File: src/rtl/byte_pair_pkg.sv
// Shared types for the byte pair packer: byte/word aliases and packer FSM states.
package byte_pair_pkg;

  typedef logic [7:0]  byte_t;
  typedef logic [15:0] word_t;

  typedef enum logic [1:0] {
    LO_WAIT = 2'd0,
    HI_WAIT = 2'd1,
    OUT     = 2'd2
  } pack_state_e;

endpackage

File: src/rtl/byte_pair_packer_if.sv
// Byte-in / word-out stream bundle; slave is the packer's view, master the driver's.
interface byte_pair_packer_if;
  import byte_pair_pkg::*;

  logic  in_valid;
  byte_t in_data;
  logic  out_valid;
  logic  out_ready;
  word_t out_data;

  modport master (
    output in_valid,
    output in_data,
    output out_ready,
    input  out_valid,
    input  out_data
  );

  modport slave (
    input  in_valid,
    input  in_data,
    input  out_ready,
    output out_valid,
    output out_data
  );

endinterface

File: src/rtl/byte_fifo.sv
// Synchronous byte FIFO with flush; head byte visible combinationally on rd_data.
module byte_fifo
  import byte_pair_pkg::*;
#(
  parameter int DEPTH = 8,
  localparam int PTR_W = $clog2(DEPTH),
  localparam int LVL_W = PTR_W + 1
) (
  input  logic             clk,
  input  logic             rst_n,
  input  logic             flush,
  input  logic             wr_en,
  input  byte_t            wr_data,
  input  logic             rd_en,
  output byte_t            rd_data,
  output logic [LVL_W-1:0] level
);

  byte_t            mem [DEPTH];
  logic [PTR_W-1:0] wr_ptr;
  logic [PTR_W-1:0] rd_ptr;

  assign rd_data = mem[rd_ptr];

  // Storage, pointers and occupancy; DEPTH is a power of two so pointers wrap naturally.
  always_ff @(posedge clk or negedge rst_n) begin
    if (!rst_n) begin
      wr_ptr <= '0;
      rd_ptr <= '0;
      level  <= '0;
      for (int i = 0; i < DEPTH; i++) begin
        mem[i] <= 8'h00;
      end
    end else if (flush) begin
      wr_ptr <= '0;
      rd_ptr <= '0;
      level  <= '0;
    end else begin
      if (wr_en) begin
        mem[wr_ptr] <= wr_data;
        wr_ptr      <= wr_ptr + PTR_W'(1);
      end else begin
        wr_ptr <= wr_ptr;
      end
      if (rd_en) begin
        rd_ptr <= rd_ptr + PTR_W'(1);
      end else begin
        rd_ptr <= rd_ptr;
      end
      case ({wr_en, rd_en})
        2'b10:   level <= level + LVL_W'(1);
        2'b01:   level <= level - LVL_W'(1);
        default: level <= level;
      endcase
    end
  end

endmodule

File: src/rtl/byte_pair_packer.sv
// Buffers a non-backpressured byte stream and packs byte pairs into 16-bit
// valid/ready words (first byte in [7:0]); overflow drops and counts bytes.
module byte_pair_packer
  import byte_pair_pkg::*;
#(
  parameter int DEPTH = 8,
  parameter int CNT_W = 16,
  localparam int LVL_W = $clog2(DEPTH) + 1
) (
  input  logic               clk,
  input  logic               rst_n,
  input  logic               flush,
  byte_pair_packer_if.slave  bus,
  output logic [LVL_W-1:0]   level,
  output logic               odd_pending,
  output logic [CNT_W-1:0]   overflow_cnt
);

  pack_state_e state;
  byte_t       lo;
  byte_t       rd_data;
  word_t       out_data;
  logic        out_valid;
  logic        take;
  logic        pop;
  logic        wr_en;
  logic        drop;
  logic        full;

  assign bus.out_valid = out_valid;
  assign bus.out_data  = out_data;

  byte_fifo #(.DEPTH(DEPTH)) u_fifo (
    .clk     (clk),
    .rst_n   (rst_n),
    .flush   (flush),
    .wr_en   (wr_en),
    .wr_data (bus.in_data),
    .rd_en   (pop),
    .rd_data (rd_data),
    .level   (level)
  );

  // Pop and write gating; a pop in the same cycle frees room for a write into a full FIFO.
  always_comb begin
    take = 1'b0;
    case (state)
      LO_WAIT: take = 1'b1;
      HI_WAIT: take = 1'b1;
      OUT:     take = bus.out_ready;
      default: take = 1'b0;
    endcase
    full  = (level == LVL_W'(DEPTH));
    pop   = take && (level != '0) && !flush;
    wr_en = bus.in_valid && !flush && (!full || pop);
    drop  = bus.in_valid && !flush && full && !pop;
  end

  // Packer FSM; all outputs registered so out_valid never follows out_ready combinationally.
  always_ff @(posedge clk or negedge rst_n) begin
    if (!rst_n) begin
      state       <= LO_WAIT;
      lo          <= 8'h00;
      out_data    <= 16'h0000;
      out_valid   <= 1'b0;
      odd_pending <= 1'b0;
    end else if (flush) begin
      state       <= LO_WAIT;
      lo          <= 8'h00;
      out_data    <= 16'h0000;
      out_valid   <= 1'b0;
      odd_pending <= 1'b0;
    end else begin
      case (state)
        LO_WAIT: begin
          if (pop) begin
            lo          <= rd_data;
            odd_pending <= 1'b1;
            state       <= HI_WAIT;
          end else begin
            state <= LO_WAIT;
          end
        end
        HI_WAIT: begin
          if (pop) begin
            out_data    <= {rd_data, lo};
            out_valid   <= 1'b1;
            odd_pending <= 1'b0;
            state       <= OUT;
          end else begin
            state <= HI_WAIT;
          end
        end
        OUT: begin
          if (bus.out_ready && pop) begin
            lo          <= rd_data;
            out_valid   <= 1'b0;
            odd_pending <= 1'b1;
            state       <= HI_WAIT;
          end else if (bus.out_ready) begin
            out_valid <= 1'b0;
            state     <= LO_WAIT;
          end else begin
            state <= OUT;
          end
        end
        default: begin
          out_valid   <= 1'b0;
          odd_pending <= 1'b0;
          state       <= LO_WAIT;
        end
      endcase
    end
  end

  // Saturating count of bytes lost to a full FIFO; flush leaves it intact.
  always_ff @(posedge clk or negedge rst_n) begin
    if (!rst_n) begin
      overflow_cnt <= '0;
    end else if (drop && (overflow_cnt != {CNT_W{1'b1}})) begin
      overflow_cnt <= overflow_cnt + CNT_W'(1);
    end else begin
      overflow_cnt <= overflow_cnt;
    end
  end

endmodule

File: src/flat_wrapper.sv
// flat-port wrapper written by rule: the top's interface ports become plain ports
module byte_pair_packer_flat import byte_pair_pkg::*;
#(
  parameter int DEPTH = 8,
  parameter int CNT_W = 16,
  localparam int LVL_W = $clog2(DEPTH) + 1
)
  (clk, rst_n, flush, level, odd_pending, overflow_cnt, bus_in_valid, bus_in_data, bus_out_ready, bus_out_valid, bus_out_data);
  byte_pair_packer_if bus_i ();
  input  logic clk;
  input  logic rst_n;
  input  logic flush;
  output logic [LVL_W-1:0] level;
  output logic odd_pending;
  output logic [CNT_W-1:0] overflow_cnt;
  input wire logic [$bits(bus_i.in_valid)-1:0] bus_in_valid;
  input wire logic [$bits(bus_i.in_data)-1:0] bus_in_data;
  input wire logic [$bits(bus_i.out_ready)-1:0] bus_out_ready;
  output wire logic [$bits(bus_i.out_valid)-1:0] bus_out_valid;
  output wire logic [$bits(bus_i.out_data)-1:0] bus_out_data;
  assign bus_i.in_valid = bus_in_valid;
  assign bus_i.in_data = bus_in_data;
  assign bus_i.out_ready = bus_out_ready;
  assign bus_out_valid = bus_i.out_valid;
  assign bus_out_data = bus_i.out_data;
  byte_pair_packer #(.DEPTH(DEPTH), .CNT_W(CNT_W)) u_core (.clk(clk), .rst_n(rst_n), .flush(flush), .bus(bus_i), .level(level), .odd_pending(odd_pending), .overflow_cnt(overflow_cnt));
endmodule
File: config.mk
export PLATFORM = sky130hd
export DESIGN_NAME = byte_pair_packer_flat
export DESIGN_NICKNAME = d
export VERILOG_FILES = /design/src/rtl/byte_pair_pkg.sv /design/src/rtl/byte_pair_packer_if.sv /design/src/rtl/byte_fifo.sv /design/src/rtl/byte_pair_packer.sv /design/src/flat_wrapper.sv
export SDC_FILE = /design/constraint.sdc
export NUM_CORES = 1
export LEC_CHECK = 0
export ABC_AREA = 1
export CAP_MARGIN = 20
export CORE_MARGIN = 2
export CORE_UTILIZATION = 63
export CTS_CLUSTER_DIAMETER = 60
export DETAILED_ROUTE_END_ITERATION = 8
export PLACE_DENSITY = 0.86
export SYNTH_ARGS = -nofsm -noshare
export SYNTH_HDL_FRONTEND = slang
export SYNTH_HIERARCHICAL = 1
export SYNTH_SLANG_ARGS = --single-unit
File: constraint.sdc
create_clock -name clk -period 3.9 [get_ports clk]
set_clock_uncertainty 0.15 [all_clocks]
set_input_delay 0.39 -clock clk [delete_from_list [all_inputs] [get_ports clk]]
set_output_delay 0.39 -clock clk [all_outputs]
set_load 0.05 [all_outputs]
After elaboration in Yosys (flattened, before gate mapping)
Index checks and enable logic that the tools add are counted.
Storage, ports and cells
  output and inout bits: 38
  logic and storage cells: 100
  register bits after elaboration: 118
Operators by class
  $lt $le $gt $ge: 3
  eq/ne operators: 11
  bitwise gates (word level): 3
  reductions and logical operators: 26
  multiplexer cells: 35
  add/sub/neg operators: 5
Operators by type and width (count)
  64-bit bitwise mux: 1
  16-bit two-way mux: 3
  8-bit two-way mux: 6
  8-bit binary-select mux with 3-bit select: 1
  8-bit demux with 3-bit select: 1
  16-bit by 1-bit adder with 16-bit output (second input constant): 1
  16-bit != test (second input constant): 1
  8-bit one-hot mux with 2 select lines: 1
  3-bit two-way mux: 4
  1-bit logical AND: 9
  3-bit by 2-bit != test with 1-bit output (second input constant): 3
  3-bit AND reduction: 3
  4-bit greater-or-equal comparator (second input constant): 2
  1-bit two-way mux: 8
  2-bit two-way mux: 4
  3-bit NOT with 4-bit output: 2
  4-bit one-hot mux with 2 select lines: 1
  3-bit by 1-bit adder with 3-bit output (second input constant): 2
  1-bit one-hot mux with 3 select lines: 2
  2-bit one-hot mux with 3 select lines: 1
  2-bit nonzero test: 3
  3-bit nonzero test: 2
  4-bit by 1-bit adder with 4-bit output (second input constant): 1
  2-bit by 1-bit == test with 1-bit output (second input constant): 2
  15 further kinds: 19

Depth between registers and ports, before layout
  depth in word-level cells: 10
  gate-level depth with buffers: 15
  depth with buffers taken out: 15

Modules after synthesis
Netlist, hierarchy kept.
Modules (own cells, without submodules)
  byte_fifo: times used 1, sequential area each 1851.8 um2, area an instance 3569.7 um2, cells an instance 427
  byte_pair_packer: times used 1, sequential area each 1101.1 um2, area an instance 2373.5 um2, cells an instance 307

Least setup slack after synthesis
OpenSTA, ideal clock, no wires.
  path kind: register to register
  start point: register u_core.u_fifo.level[2]
  end point: register u_core.u_fifo.level[3]
  library setup time: 0.118 ns
  setup slack: 1.329 ns
  arrival: 2.303 ns
  clock period less this slack: 2.571 ns
  stages on the path, launching flop included: 16
  path through: dfrtp_1 -> inv_1 -> nand2_1 -> nor2_2 -> a21boi_0 -> inv_2 -> nand2_1 -> inv_1 -> ha_1 -> nand2_1 -> inv_1 -> nand3_1 -> nand2_1 -> nand2_1 -> nand3_1 -> nand2_1
Between the ends
  cells in the longest elaborated chain, start to end: 8
  elaborated cells on any way between the ends: 14
Ends and longest elaborated chain
  from (decl): RTL line byte_fifo.sv:16  | output logic [LVL_W-1:0] level
  from (signal assigned): RTL line byte_fifo.sv:51  | 2'b10: level <= level + LVL_W'(1);
  from (signal assigned): RTL line byte_fifo.sv:52  | 2'b01: level <= level - LVL_W'(1);
  from (signal assigned): RTL line byte_fifo.sv:53  | default: level <= level;
  4-bit nonzero test: RTL line byte_pair_packer.sv:54  | pop = take && (level != '0) && !flush;
  1-bit logical AND (2 in a row): RTL line byte_pair_packer.sv:54
  1-bit logical OR *: RTL line byte_pair_packer.sv:55  | wr_en = bus.in_valid && !flush && (!full || pop);
  1-bit logical AND *: RTL line byte_pair_packer.sv:55
  via u_core.wr_en: RTL line byte_pair_packer.sv:26  | logic wr_en;
  2-bit by 1-bit == test with 1-bit output or 2-bit == test (tied branches): RTL line byte_fifo.sv:50  | case ({wr_en, rd_en})
  4-bit one-hot mux with 2 select lines: RTL line byte_fifo.sv:50
  4-bit two-way mux: RTL line byte_fifo.sv:34  | end else if (flush) begin
Mark *: on every way through the listed nets, which the timed path passes. The rest lies on a longest branch.
A chain may end at the register's enable or synchronous reset.

Final worst setup path
  start point: input port flush
  end point: register u_core.u_fifo.level[3]
Between the ends
  cells in the longest elaborated chain, start to end: 7
  elaborated cells on any way between the ends: 10
Ends and longest elaborated chain
  from (decl): RTL line flat_wrapper.sv:12  | input logic flush;
  1-bit zero test *: RTL line byte_pair_packer.sv:54, byte_pair_packer.sv:55
  1-bit logical AND: RTL line byte_pair_packer.sv:54
  1-bit logical OR: RTL line byte_pair_packer.sv:55
  1-bit logical AND *: RTL line byte_pair_packer.sv:55
  via u_core.wr_en: RTL line byte_pair_packer.sv:26
  2-bit by 1-bit == test with 1-bit output or 2-bit == test (tied branches): RTL line byte_fifo.sv:50
  4-bit one-hot mux with 2 select lines: RTL line byte_fifo.sv:50
  4-bit two-way mux: RTL line byte_fifo.sv:34
Marked as above.

==> impl_metrics.csv <==
group,metric,value,unit
outcome,status,"finished clean",
synth,ys_async_sr_fraction,1.00,
power,power,0.00469,W
timing,maxSlewViolCount,0,
placement,place.gp.congestion,0.911,
synth,synth_top_area_frac,0.497,
setup_path,critPathMaxFanout,15,
timing,holdWs,0.318,ns
cts,cts_resized,0,
synth,syn_nets,752,
finish,areaGrowthSynthToFinish,19.0,%
placement,buffer_ports.inserted,50,
floorplanning,rows,35,
timing,worst_pin_slew,1.12,ns
power,power.density,663,nW/um^2
grt,grt_antenna_before_repair,0,
setup_path,crit_type,"in -> reg",
cts,cts_tree,"done",
routing,antenna_left,0,
setup_path,required,4.15,ns
grt,grt_pass1_vias,4959,
floorplanning,initial_core_util,0.646,
synth,ys_top_cells_by_area,"dfrtp_1 50%, nand2_1 14%, o21ai_0 8.7%, nor2_1 4.8%, inv_1 3.2%",
placement,dpl_cell_area,6460,sq um
cts,clkSlewWorstSetupHoldPaths,0.06,ns
synth,synth_edf_count,0,
routing,wl_met3,736,um
cts,cts-htree-levels,4,
timing,max-slew-margin-rel,0.255,
finish,fin_nets,802,
grt,grtUsageTotal,0.293,
routing,drt-total-wl,14.0,mm
routing,wl_per_cell,15.5,um
grt,overflow,0,
finish,finalInstanceArea,7070,sq um
routing,route.detailed.drc,0,
synth,netlist_area,5940,sq um
synth,synth_ff_type,"dfrtp_1",
hold_path,holdPathStages,2,
synth,syn_avg_cell_area,8.10,sq um
setup_path,startpoint_type,"input pin",
synth,yosys.area.top_type,"dfrtp_1",
routing,dr_wl_met2,7.02,mm
timing,min_period,2.89,ns
power,peakVddDrop,0.000409,V
routing,firstDrtPassIters,5,
cts,cts_buffers,17,
timing,tns,0,ns
floorplanning,die_w,101,um
power,p_leak,3.53,nW
cts,post_cts_buffers,0,
timing,finalCritPeriodShare,0.741,
timing,fmax,346,MHz
routing,top_layer_used,"met4",
synth,synth-seq-cells,118,
cts,cts_root_buffer,"clkbuf_8",
routing,vias,5233,
routing,drt_iter0_drc,380,
placement,dp_hpwl,8.90,mm
synth,synth_cells,734,
timing,final.setup.worst_slack,1.01,ns
synth,ys_types,33,
cts,clock_latency,0.51,ns
cts,cts.sinks,118,
hold_path,hp-class,"reg -> reg",
timing,final-hold-violation-count,0,
setup_path,critPathCaptureType,"register",
floorplanning,io_pins,51,
floorplanning,core_area,9200,sq um
floorplanning,die_h,101,um
finish,drive_above_1_share,0.107,
timing,rsz0062_at_grt,"no",
cts,clockBufferDepth,2,
grt,grt_first_pass_wirelength,23.4,mm
job,drv_cap,0,
placement,place_ws,0.673,ns
timing,setup_violations,0,
routing,via_per_inst,5.76,
grt,grt_max_degree,80,
synth,yosys_warnings,6,
synth,synth_seq_area_share,0.497,
finish,diodes,0,
setup_path,arrival,3.14,ns
setup_path,rr_worst_depth,14,
floorplanning,fp.dieArea,10200,sq um
routing,drt-met1-wl,5.86,mm
## cells in the final DEF (no fill, tap or decap), drive strengths merged, types with 19 or more instances in the layout
cell type,count
clkdlybuf4s50,49
dfrtp,118
nor2,85
nand2,231
clkbuf,19
o21ai,123
a21oi,27
nand3,37
inv,61
## synthesized netlist by cell type, types with 7 or more instances
cell type and count:
o21ai_0 103, nor2_1 76, buf_6 7, nand3_1 31, inv_2 8, nand2_2 8
nand2_1 219, inv_1 50, clkbuf_1 12, o21ai_2 9, a21oi_1 27, dfrtp_1 118
o21ai_1 11
## path summary, 6_finish.rpt
check	to	startpoint	slack, ns
setup reg to reg	u_core/u_fifo/level[3]	u_core/state[0]	1.09
hold reg to reg	u_core/bus.out_data[2]	u_core/bus.out_data[2]	0.32
min in group asynchronous	u_core/bus.out_data[5]	rst_n	0.42
max in group asynchronous	u_core/u_fifo/mem[57]	rst_n	2.30
hold / removal	u_core/bus.out_data[2]	u_core/bus.out_data[2]	0.32
setup / recovery	u_core/u_fifo/level[3]	flush	1.01
## layer usage
metal / track usage / vias up
li1: - / 2483
met1: 0.386 / 2500
met2: 0.473 / 200
met3: 0.0610 / 50
met4: 0.130 / 0
met5: 0 / -
## sequential cells by signal, indices dropped and copies added, names as in the netlist
| signal | cells |
|---|---|
| u_core/odd_pending | 1 |
| u_core/u_fifo/level | 4 |
| u_core/u_fifo/rd_ptr | 3 |
| u_core/overflow_cnt | 16 |
| u_core/lo | 8 |
| u_core/u_fifo/wr_ptr | 3 |
| u_core/state | 2 |
| u_core/u_fifo/mem | 64 |
| u_core/bus.out_valid | 1 |
| u_core/bus.out_data | 16 |
## through the flow
step                       util  std cells
after global placement    0.702        875
after detailed placement  0.702        875
after CTS                 0.769        908
final                     0.769        908
after global routing      0.769        908
after floorplan               -        734
## layout make-up
class,count,area [sq um]
multi-input cells,532,2610
clock buffers,19,432
fillers,619,2130
repair buffers,55,538
clock inverters,13,173
well taps,111,139
flip-flops and latches,118,2950
inverters,60,228
## worst max-delay path, cell delays in order
cell	delay [ns]
clkdlybuf4s50_1	0.45
buf_4	0.23
nor2_1	0.24
a21boi_0	0.53
inv_2	0.16
nand2_1	0.18
inv_1	0.08
ha_1	0.35
nand2_1	0.07
inv_1	0.07
nand3_1	0.11
nand2_1	0.12
nand2_1	0.06
nand3_1	0.06
nand2_1	0.05
## cell families (layout without fill, tap and decap cells)
logic type / Yosys count / in the layout / share of synthesized area
simple gates: 364 / 364 / 0.278
compound gates: 154 / 154 / 0.137
xor+xnor: 9 / 9 / 0.0133
buf+inv: 84 / 147 / 0.0642
flops: 118 / 118 / 0.497
fa+ha+maj: 5 / 5 / 0.0105
## repair_timing
item / 4_1_cts / 5_1_grt
endpoints found under the hold margin: 77 / 0
endpoints found under the setup margin: 0 / 0
hold buffers: 1 / 0
## power breakdown
part	internal, W	switching, W
Sequential	0.00141	0.000182
Combinational	0.000469	0.00106
Clock	0.000997	0.000573
Power figures use the tool's default switching activity.
